## src/rtl/sf_pkg.sv

```systemverilog
`default_nettype none
// ============================================================================
//  Module      : sf_pkg
//  Description : Shared screen geometry, action encoding and player state
//                enumeration used by the player sequencer and the renderer.
//  Revision    : 1.0 - initial release
// ============================================================================
package sf_pkg;

    localparam int SCREEN_W = 640;
    localparam int SPRITE_W = 128;
    localparam int SPRITE_H = 128;
    localparam int Y_GROUND = 394 - SPRITE_H;   // top-left y of a grounded sprite

    // Bit positions inside the one-hot action word
    localparam int ACT_W     = 7;
    localparam int ACT_IDLE  = 0;
    localparam int ACT_WALK  = 1;
    localparam int ACT_JUMP  = 2;
    localparam int ACT_PUNCH = 3;
    localparam int ACT_KICK  = 4;
    localparam int ACT_BLOCK = 5;
    localparam int ACT_HIT   = 6;

    localparam logic [ACT_W-1:0] ACT_OH_IDLE  = 7'b0000001;
    localparam logic [ACT_W-1:0] ACT_OH_WALK  = 7'b0000010;
    localparam logic [ACT_W-1:0] ACT_OH_JUMP  = 7'b0000100;
    localparam logic [ACT_W-1:0] ACT_OH_PUNCH = 7'b0001000;
    localparam logic [ACT_W-1:0] ACT_OH_KICK  = 7'b0010000;
    localparam logic [ACT_W-1:0] ACT_OH_BLOCK = 7'b0100000;
    localparam logic [ACT_W-1:0] ACT_OH_HIT   = 7'b1000000;

    // Encodings match the action bit indices above
    typedef enum logic [2:0] {
        ST_IDLE  = 3'd0,
        ST_WALK  = 3'd1,
        ST_JUMP  = 3'd2,
        ST_PUNCH = 3'd3,
        ST_KICK  = 3'd4,
        ST_BLOCK = 3'd5,
        ST_HIT   = 3'd6
    } state_t;

    function automatic logic [ACT_W-1:0] state_onehot(input state_t s);
        logic [ACT_W-1:0] oh;
        case (s)
            ST_WALK:  oh = ACT_OH_WALK;
            ST_JUMP:  oh = ACT_OH_JUMP;
            ST_PUNCH: oh = ACT_OH_PUNCH;
            ST_KICK:  oh = ACT_OH_KICK;
            ST_BLOCK: oh = ACT_OH_BLOCK;
            ST_HIT:   oh = ACT_OH_HIT;
            default:  oh = ACT_OH_IDLE;
        endcase
        return oh;
    endfunction

endpackage
`default_nettype wire

```

## src/rtl/player_motion.sv

```systemverilog
`default_nettype none
// ============================================================================
//  Module      : player_motion
//  Description : Combinational per-frame position/velocity update with screen
//                clamping and ground detection.
//  Revision    : 1.0 - initial release
// ============================================================================
module player_motion #(
    parameter int X_MAX     = 512,
    parameter int Y_GROUND  = 266,
    parameter int WALK_STEP = 4,
    parameter int GRAVITY   = 1
) (
    input  sf_pkg::state_t     state,
    input  logic               left,
    input  logic               right,
    input  logic [9:0]         x,
    input  logic [9:0]         y,
    input  logic signed [10:0] vel,
    output logic [9:0]         x_nxt,
    output logic [9:0]         y_nxt,
    output logic signed [10:0] vel_nxt,
    output logic               landed
);

    localparam logic signed [11:0] c_x_max = 12'(X_MAX);
    localparam logic signed [11:0] c_y_gnd = 12'(Y_GROUND);
    localparam logic signed [11:0] c_step  = 12'(WALK_STEP);

    logic signed [11:0] w_nx;
    logic signed [11:0] w_ny;
    logic               w_h_en;
    logic               w_v_act;

    // Horizontal step while walking or airborne, clamped to the screen
    always_comb begin
        w_h_en = (state == sf_pkg::ST_WALK) || (state == sf_pkg::ST_JUMP);
        w_nx   = $signed({2'b00, x});
        if (w_h_en && (left ^ right)) begin
            if (left) w_nx = w_nx - c_step;
            else      w_nx = w_nx + c_step;
        end
        if (w_nx < 12'sd0)         x_nxt = '0;
        else if (w_nx > c_x_max)   x_nxt = c_x_max[9:0];
        else                       x_nxt = w_nx[9:0];
    end

    // Ballistic vertical update; ground contact zeroes the velocity
    always_comb begin
        w_v_act = ($signed({2'b00, y}) < c_y_gnd) || (vel != 11'sd0);
        w_ny    = $signed({2'b00, y}) + $signed({vel[10], vel});
        y_nxt   = y;
        vel_nxt = vel;
        landed  = 1'b0;
        if (w_v_act) begin
            if (w_ny >= c_y_gnd) begin
                y_nxt   = c_y_gnd[9:0];
                vel_nxt = '0;
                landed  = 1'b1;
            end else begin
                vel_nxt = vel + 11'(GRAVITY);
                y_nxt   = (w_ny < 12'sd0) ? 10'd0 : w_ny[9:0];
            end
        end
    end

endmodule
`default_nettype wire

```

## src/rtl/player_action_ctrl.sv

```systemverilog
`default_nettype none
// ============================================================================
//  Module      : player_action_ctrl
//  Description : Per-player move/jump/attack/block/hit sequencer producing the
//                sprite position and one-hot action, updated once per frame.
//  Revision    : 1.0 - initial release
// ============================================================================
module player_action_ctrl #(
    parameter int PLAYER_NUM   = 1,
    parameter int X_INIT_P1    = 100,
    parameter int X_INIT_P2    = 412,
    parameter int Y_GROUND     = sf_pkg::Y_GROUND,
    parameter int X_MAX        = 512,
    parameter int WALK_STEP    = 4,
    parameter int JUMP_VEL     = 12,
    parameter int GRAVITY      = 1,
    parameter int PUNCH_FRAMES = 12,
    parameter int KICK_FRAMES  = 16,
    parameter int HIT_FRAMES   = 20,
    parameter int STRIKE_FRAME = 6
) (
    input  logic       clk,
    input  logic       rst_l,
    input  logic       frame_tick,
    input  logic       btn_left,
    input  logic       btn_right,
    input  logic       btn_up,
    input  logic       btn_punch,
    input  logic       btn_kick,
    input  logic       btn_block,
    input  logic       hit,
    output logic [9:0] pos_x,
    output logic [9:0] pos_y,
    output logic [6:0] action,
    output logic       attack_active,
    output logic       hit_taken
);

    import sf_pkg::*;

    localparam logic [9:0]         c_x_init   = (PLAYER_NUM == 2) ? 10'(X_INIT_P2) : 10'(X_INIT_P1);
    localparam logic [9:0]         c_y_gnd    = 10'(Y_GROUND);
    localparam logic signed [10:0] c_jump_vel = 11'(-JUMP_VEL);
    localparam logic [7:0]         c_strike   = 8'(STRIKE_FRAME);

    state_t             r_state;
    state_t             w_mstate;
    state_t             w_state_nxt;
    logic [9:0]         r_x;
    logic [9:0]         r_y;
    logic signed [10:0] r_vel;
    logic [7:0]         r_cnt;
    logic               r_hit_pend;
    logic               r_attack;
    logic               r_hit_taken;

    logic               w_pend;
    logic               w_accept;
    logic               w_airborne;
    logic [7:0]         w_dur;
    logic [7:0]         w_cnt_nxt;
    logic signed [10:0] w_vel_in;
    logic [9:0]         w_x_nxt;
    logic [9:0]         w_y_nxt;
    logic signed [10:0] w_vel_nxt;
    logic               w_landed;
    logic               w_attack_nxt;

    // Action decision by priority; w_mstate is the state before landing resolves
    always_comb begin
        w_pend     = r_hit_pend | hit;
        w_accept   = 1'b0;
        w_mstate   = r_state;
        w_vel_in   = r_vel;
        w_cnt_nxt  = r_cnt;
        w_airborne = (r_y < c_y_gnd) || (r_vel != 11'sd0);
        case (r_state)
            ST_PUNCH: w_dur = 8'(PUNCH_FRAMES);
            ST_KICK:  w_dur = 8'(KICK_FRAMES);
            default:  w_dur = 8'(HIT_FRAMES);
        endcase
        if (w_pend && (r_state != ST_BLOCK) && (r_state != ST_HIT)) begin
            w_accept  = 1'b1;
            w_mstate  = ST_HIT;
            w_cnt_nxt = '0;
        end else if ((r_state == ST_PUNCH) || (r_state == ST_KICK) || (r_state == ST_HIT)) begin
            if (r_cnt == w_dur - 8'd1) begin
                // Finishing mid-air hands over to JUMP so the fall continues
                w_mstate  = w_airborne ? ST_JUMP : ST_IDLE;
                w_cnt_nxt = '0;
            end else begin
                w_cnt_nxt = r_cnt + 8'd1;
            end
        end else if (r_state != ST_JUMP) begin
            w_cnt_nxt = '0;
            if (btn_block)                 w_mstate = ST_BLOCK;
            else if (btn_punch)            w_mstate = ST_PUNCH;
            else if (btn_kick)             w_mstate = ST_KICK;
            else if (btn_up) begin
                w_mstate = ST_JUMP;
                w_vel_in = c_jump_vel;
            end
            else if (btn_left ^ btn_right) w_mstate = ST_WALK;
            else                           w_mstate = ST_IDLE;
        end
    end

    player_motion #(
        .X_MAX     (X_MAX),
        .Y_GROUND  (Y_GROUND),
        .WALK_STEP (WALK_STEP),
        .GRAVITY   (GRAVITY)
    ) u_motion (
        .state   (w_mstate),
        .left    (btn_left),
        .right   (btn_right),
        .x       (r_x),
        .y       (r_y),
        .vel     (w_vel_in),
        .x_nxt   (w_x_nxt),
        .y_nxt   (w_y_nxt),
        .vel_nxt (w_vel_nxt),
        .landed  (w_landed)
    );

    // Landing ends a jump; strike flag follows the post-tick frame count
    always_comb begin
        w_state_nxt  = (w_mstate == ST_JUMP && w_landed) ? ST_IDLE : w_mstate;
        w_attack_nxt = ((w_state_nxt == ST_PUNCH) || (w_state_nxt == ST_KICK)) &&
                       (w_cnt_nxt == c_strike);
    end

    // Frame-rate state register; hits between ticks are latched until the next tick
    always_ff @(posedge clk or negedge rst_l) begin
        if (!rst_l) begin
            r_state     <= ST_IDLE;
            r_x         <= c_x_init;
            r_y         <= c_y_gnd;
            r_vel       <= '0;
            r_cnt       <= '0;
            r_hit_pend  <= 1'b0;
            r_attack    <= 1'b0;
            r_hit_taken <= 1'b0;
        end else begin
            r_hit_taken <= 1'b0;
            if (frame_tick) begin
                r_state     <= w_state_nxt;
                r_x         <= w_x_nxt;
                r_y         <= w_y_nxt;
                r_vel       <= w_vel_nxt;
                r_cnt       <= w_cnt_nxt;
                r_hit_pend  <= 1'b0;
                r_attack    <= w_attack_nxt;
                r_hit_taken <= w_accept;
            end else if (hit) begin
                r_hit_pend  <= 1'b1;
            end
        end
    end

    assign pos_x         = r_x;
    assign pos_y         = r_y;
    assign action        = state_onehot(r_state);
    assign attack_active = r_attack;
    assign hit_taken     = r_hit_taken;

endmodule
`default_nettype wire
```

## config.mk

```make
export PLATFORM = sky130hd
export DESIGN_NAME = player_action_ctrl
export DESIGN_NICKNAME = d
export VERILOG_FILES = /design/src/rtl/sf_pkg.sv /design/src/rtl/player_motion.sv /design/src/rtl/player_action_ctrl.sv
export SDC_FILE = /design/constraint.sdc
export NUM_CORES = 1
export LEC_CHECK = 0
export ABC_AREA = 1
export CORE_MARGIN = 3
export CORE_UTILIZATION = 58
export DETAILED_ROUTE_END_ITERATION = 12
export PLACE_DENSITY = 0.94
export SKIP_LAST_GASP = 1
export SYNTH_ARGS = -nofsm -noshare
export SYNTH_HDL_FRONTEND = slang
export SYNTH_SLANG_ARGS = --single-unit
```

## constraint.sdc

```tcl
create_clock -name clk -period 4.8 [get_ports clk]
set_input_delay 1.2 -clock clk [delete_from_list [all_inputs] [get_ports clk]]
set_output_delay 1.2 -clock clk [all_outputs]
set_load 0.1 [all_outputs]
```

==> metrics <==
area of the core=0.00596 mm^2; slowest CP cell=clkdlybuf4s50_1; TNS Setup=0 ns; hold bufs inserted after CTS=0; CP arrival=4.61 ns; PortBufs=36; share of layout cells above drive strength 1=0.122; maxcap violations=0; antenna fix cells=0; TritonCTS clock tree=yes; DRC errors left=0; FMAX=225 MHz; Clock Sinks=43; Pwr Total=3.19 mW; gr ovfl total=0; clk slew on worst S/H paths=0.08 ns; RSZ-0062 raised after global routing=false; Internal Power=1.32 mW; status=completed; worst rel slew slack=0.349; Tmin final=4.45 ns; IO Pins=39; DPL Wire Length=6540 um; crit path launch type=input port; Netlist cell types=43; power per cell area=771 mW/mm^2; Yosys warning count=0; number of DRC markers in iteration 0=261; vias in the first global route=3399; RePlAce Congestion=0.909; crit-path most repeated cell=nand2_1; initial core utilization=0.604; Avg WL per Cell=13.8 um; worst-margin pin slew=0.974 ns; hold path startpoint=pos_y[8]$_DFFE_PN1P_; Avg Cell Area, Syn=6.92 um^2; Clk pwr share=0.073; largest area contributor in the netlist=dfrtp_1; Psw=1.87 mW; clock tree buffer depth=2; # rows=28; max incr delay on CP=0.45 ns; LEAKAGE=2.02 nW; FF+latch count, synth=43; fin nets=584; top-area cell type share of the netlist area=0.257; fill cell count=482; clock skew=0.00452 ns; CP top delay family=simple AND/OR/NAND/NOR gates; Post-Synthesis Cells=520; die area=0.00718 mm^2; worst-path cell chain=clkdlybuf4s50_1 > inv_1 > nor2_1 > nand3_1 > nor3_4 > inv_2 > nand2_1 > inv_1 > ha_1 > fa_1 > nand3_1 > nand2_1 > a21oi_1 > o21ai_0 > nand2_1 > nand2_1 > a21oi_1 > xor2_1 > nand3_1 > nand2_1 > o21ai_4 > o22ai_1; drt total wl=8740 um; 1st-pass router iterations=5; Total GRT Usage=0.251; Die X=84.7 um; antenna-violating nets left=0; vias per cell=5.65; area delta synth->final=15.2%; worst skew pair latency=0.29 ns; CP bufs+invs=4; CP max FO=10; top cells by area, synth=dfrtp_1, nand2_1, o21ai_0; Worst Path Required=4.96 ns; Vias=3577; critical path class=input port to flip-flop; # H-tree levels=2; crit share post-route=0.926; part of the power in registers=0.203; Hold WS=0.513 ns; CTS Buf Count=5; Switching Share=0.586; Min-Delay Path Class=flip-flop to flip-flop; sequential area share after synthesis=0.301; R2R Path Start=r_state[2]$_DFFE_PN0P_; initial antenna violation count=0; Critical Path Source=btn_up; global-route wire length before repair=15100 um; Post-Syn Area=0.00360 mm^2; crit end category=flip-flop; Clock Tree Root=clkbuf_8; Comb pwr share=0.724; largest net degree at the start of global routing=44; Final Max Tran Viols=0; die span in y=84.7 um; Final Hold Viols=0; Worst VDD drop=0.590 mV; Final setup viols=0
[Yosys cell counts, drive strengths merged]
cell and count:
o31ai 1, o22ai 15, and2 1, dfrtp 37, buf 4, nor3 13, inv 70, o21ai 51
a21oi 16, nor4 2, o221ai 1, a31oi 1, dfstp 6, xor2 22, a21o 1, or2 2
ha 15, nand3 35, conb 1, clkinv 2, nor2 54, clkbuf 10, nand3b 5, xnor2 10
fa 1, and3 1, a21boi 1, nand2 133, nand4 9
[flip-flops by register name, indices dropped and copies added (netlist names)]
signal and count:
hit_taken 1, pos_x 8, r_cnt 8, r_state 3
attack_active 1, r_vel 11, pos_y 10, r_hit_pend 1
[cells in the final DEF (no fill, tap or decap), drive strengths merged, types with 13 or more instances in the layout]
| cell type | instances |
|---|---|
| inv | 70 |
| xor2 | 22 |
| a21oi | 16 |
| nand3 | 35 |
| o21ai | 51 |
| o22ai | 15 |
| nor3 | 13 |
| ha | 15 |
| nand2 | 133 |
| nor2 | 54 |
| clkdlybuf4s50 | 35 |
| dfrtp | 37 |
[area by class of cell]
class,instances,area [um^2],share of cell area
Timing Repair Buffer,44,415,0.100
Clock inverter,1,5.00,0.00121
Tap cell,75,93.8,0.0227
Inverter,72,270,0.0652
Sequential cell,43,1080,0.262
Clock buffer,6,82.6,0.0199
Multi-Input combinational cell,392,2190,0.529
[metrics by stage]
| stage | cell area [um^2] | cells | setup WS (ns) | utilization |
|---|---|---|---|---|
| finish | 4140 | 633 | 0.353 | 0.696 |
| CTS | 4140 | 633 | 0.275 | 0.694 |
| floorplan | 3600 | 521 | 0.451 | - |
| detailed placement | 4050 | 626 | -0.0318 | 0.680 |
| global route | 4140 | 633 | 0.0204 | 0.696 |
| global placement | 4050 | 626 | 0.137 | 0.680 |
[layer usage]
| layer | up-vias | share of wire | track usage |
|---|---|---|---|
| met5 | - | 0 | 0 |
| met4 | 0 | 0.011 | 0.0662 |
| met3 | 12 | 0.064 | 0.0343 |
| met2 | 149 | 0.49 | 0.427 |
| met1 | 1660 | 0.43 | 0.338 |
| li1 | 1756 | - | - |
[power by group through the flow]
stage	Clock, mW	Sequential, mW	Combinational, mW
2_1_floorplan	0	1.00	1.39
6_report	0.233	0.648	2.31
4_1_cts	0.235	0.644	2.28
3_3_place_gp	0	0.641	2.20
5_1_grt	0.249	0.669	2.54
3_5_place_dp	0	0.648	2.26
[repair_timing]
item / CTS / global route
buffers inserted: 0 / 0
hold endpoints to repair: 0 / 0
gates resized for setup: 0 / 1
setup endpoints to repair: 0 / 10
[final timing paths]
check                                            end  slack [ns]  depth (start not counted)
min in group asynchronous       r_cnt[3]$_DFFE_PN0P_        1.04                          1
worst max-delay path            r_vel[5]$_DFFE_PN0P_        0.35                         22
max in group asynchronous       r_vel[5]$_DFFE_PN0P_        3.17                          1
worst max register to register  r_vel[5]$_DFFE_PN0P_        1.05                         21
worst min register to register  pos_y[8]$_DFFE_PN1P_        0.51                          2
worst min-delay path            pos_y[8]$_DFFE_PN1P_        0.51                          2
[logic make-up (layout without fill, tap and decap cells)]
logic type / count (synthesis) / count (layout) / synth area share
AOI/OAI and AO/OA: 87 / 87 / 0.141
xor gates and xnor gates: 32 / 32 / 0.0779
adders and majority gates: 16 / 16 / 0.0578
buffers and inverters: 86 / 123 / 0.0922
DFF: 43 / 43 / 0.301
other: 1 / 2 / 0.00104
and+or+nand+nor: 255 / 255 / 0.329
[tightest hold or removal path: stages, from the launching register on]
cell and delay, ns:
dfstp_2 0.39, o21ai_0 0.07, nand2_1 0.05
No activity file was read; power rests on OpenSTA's default activity.
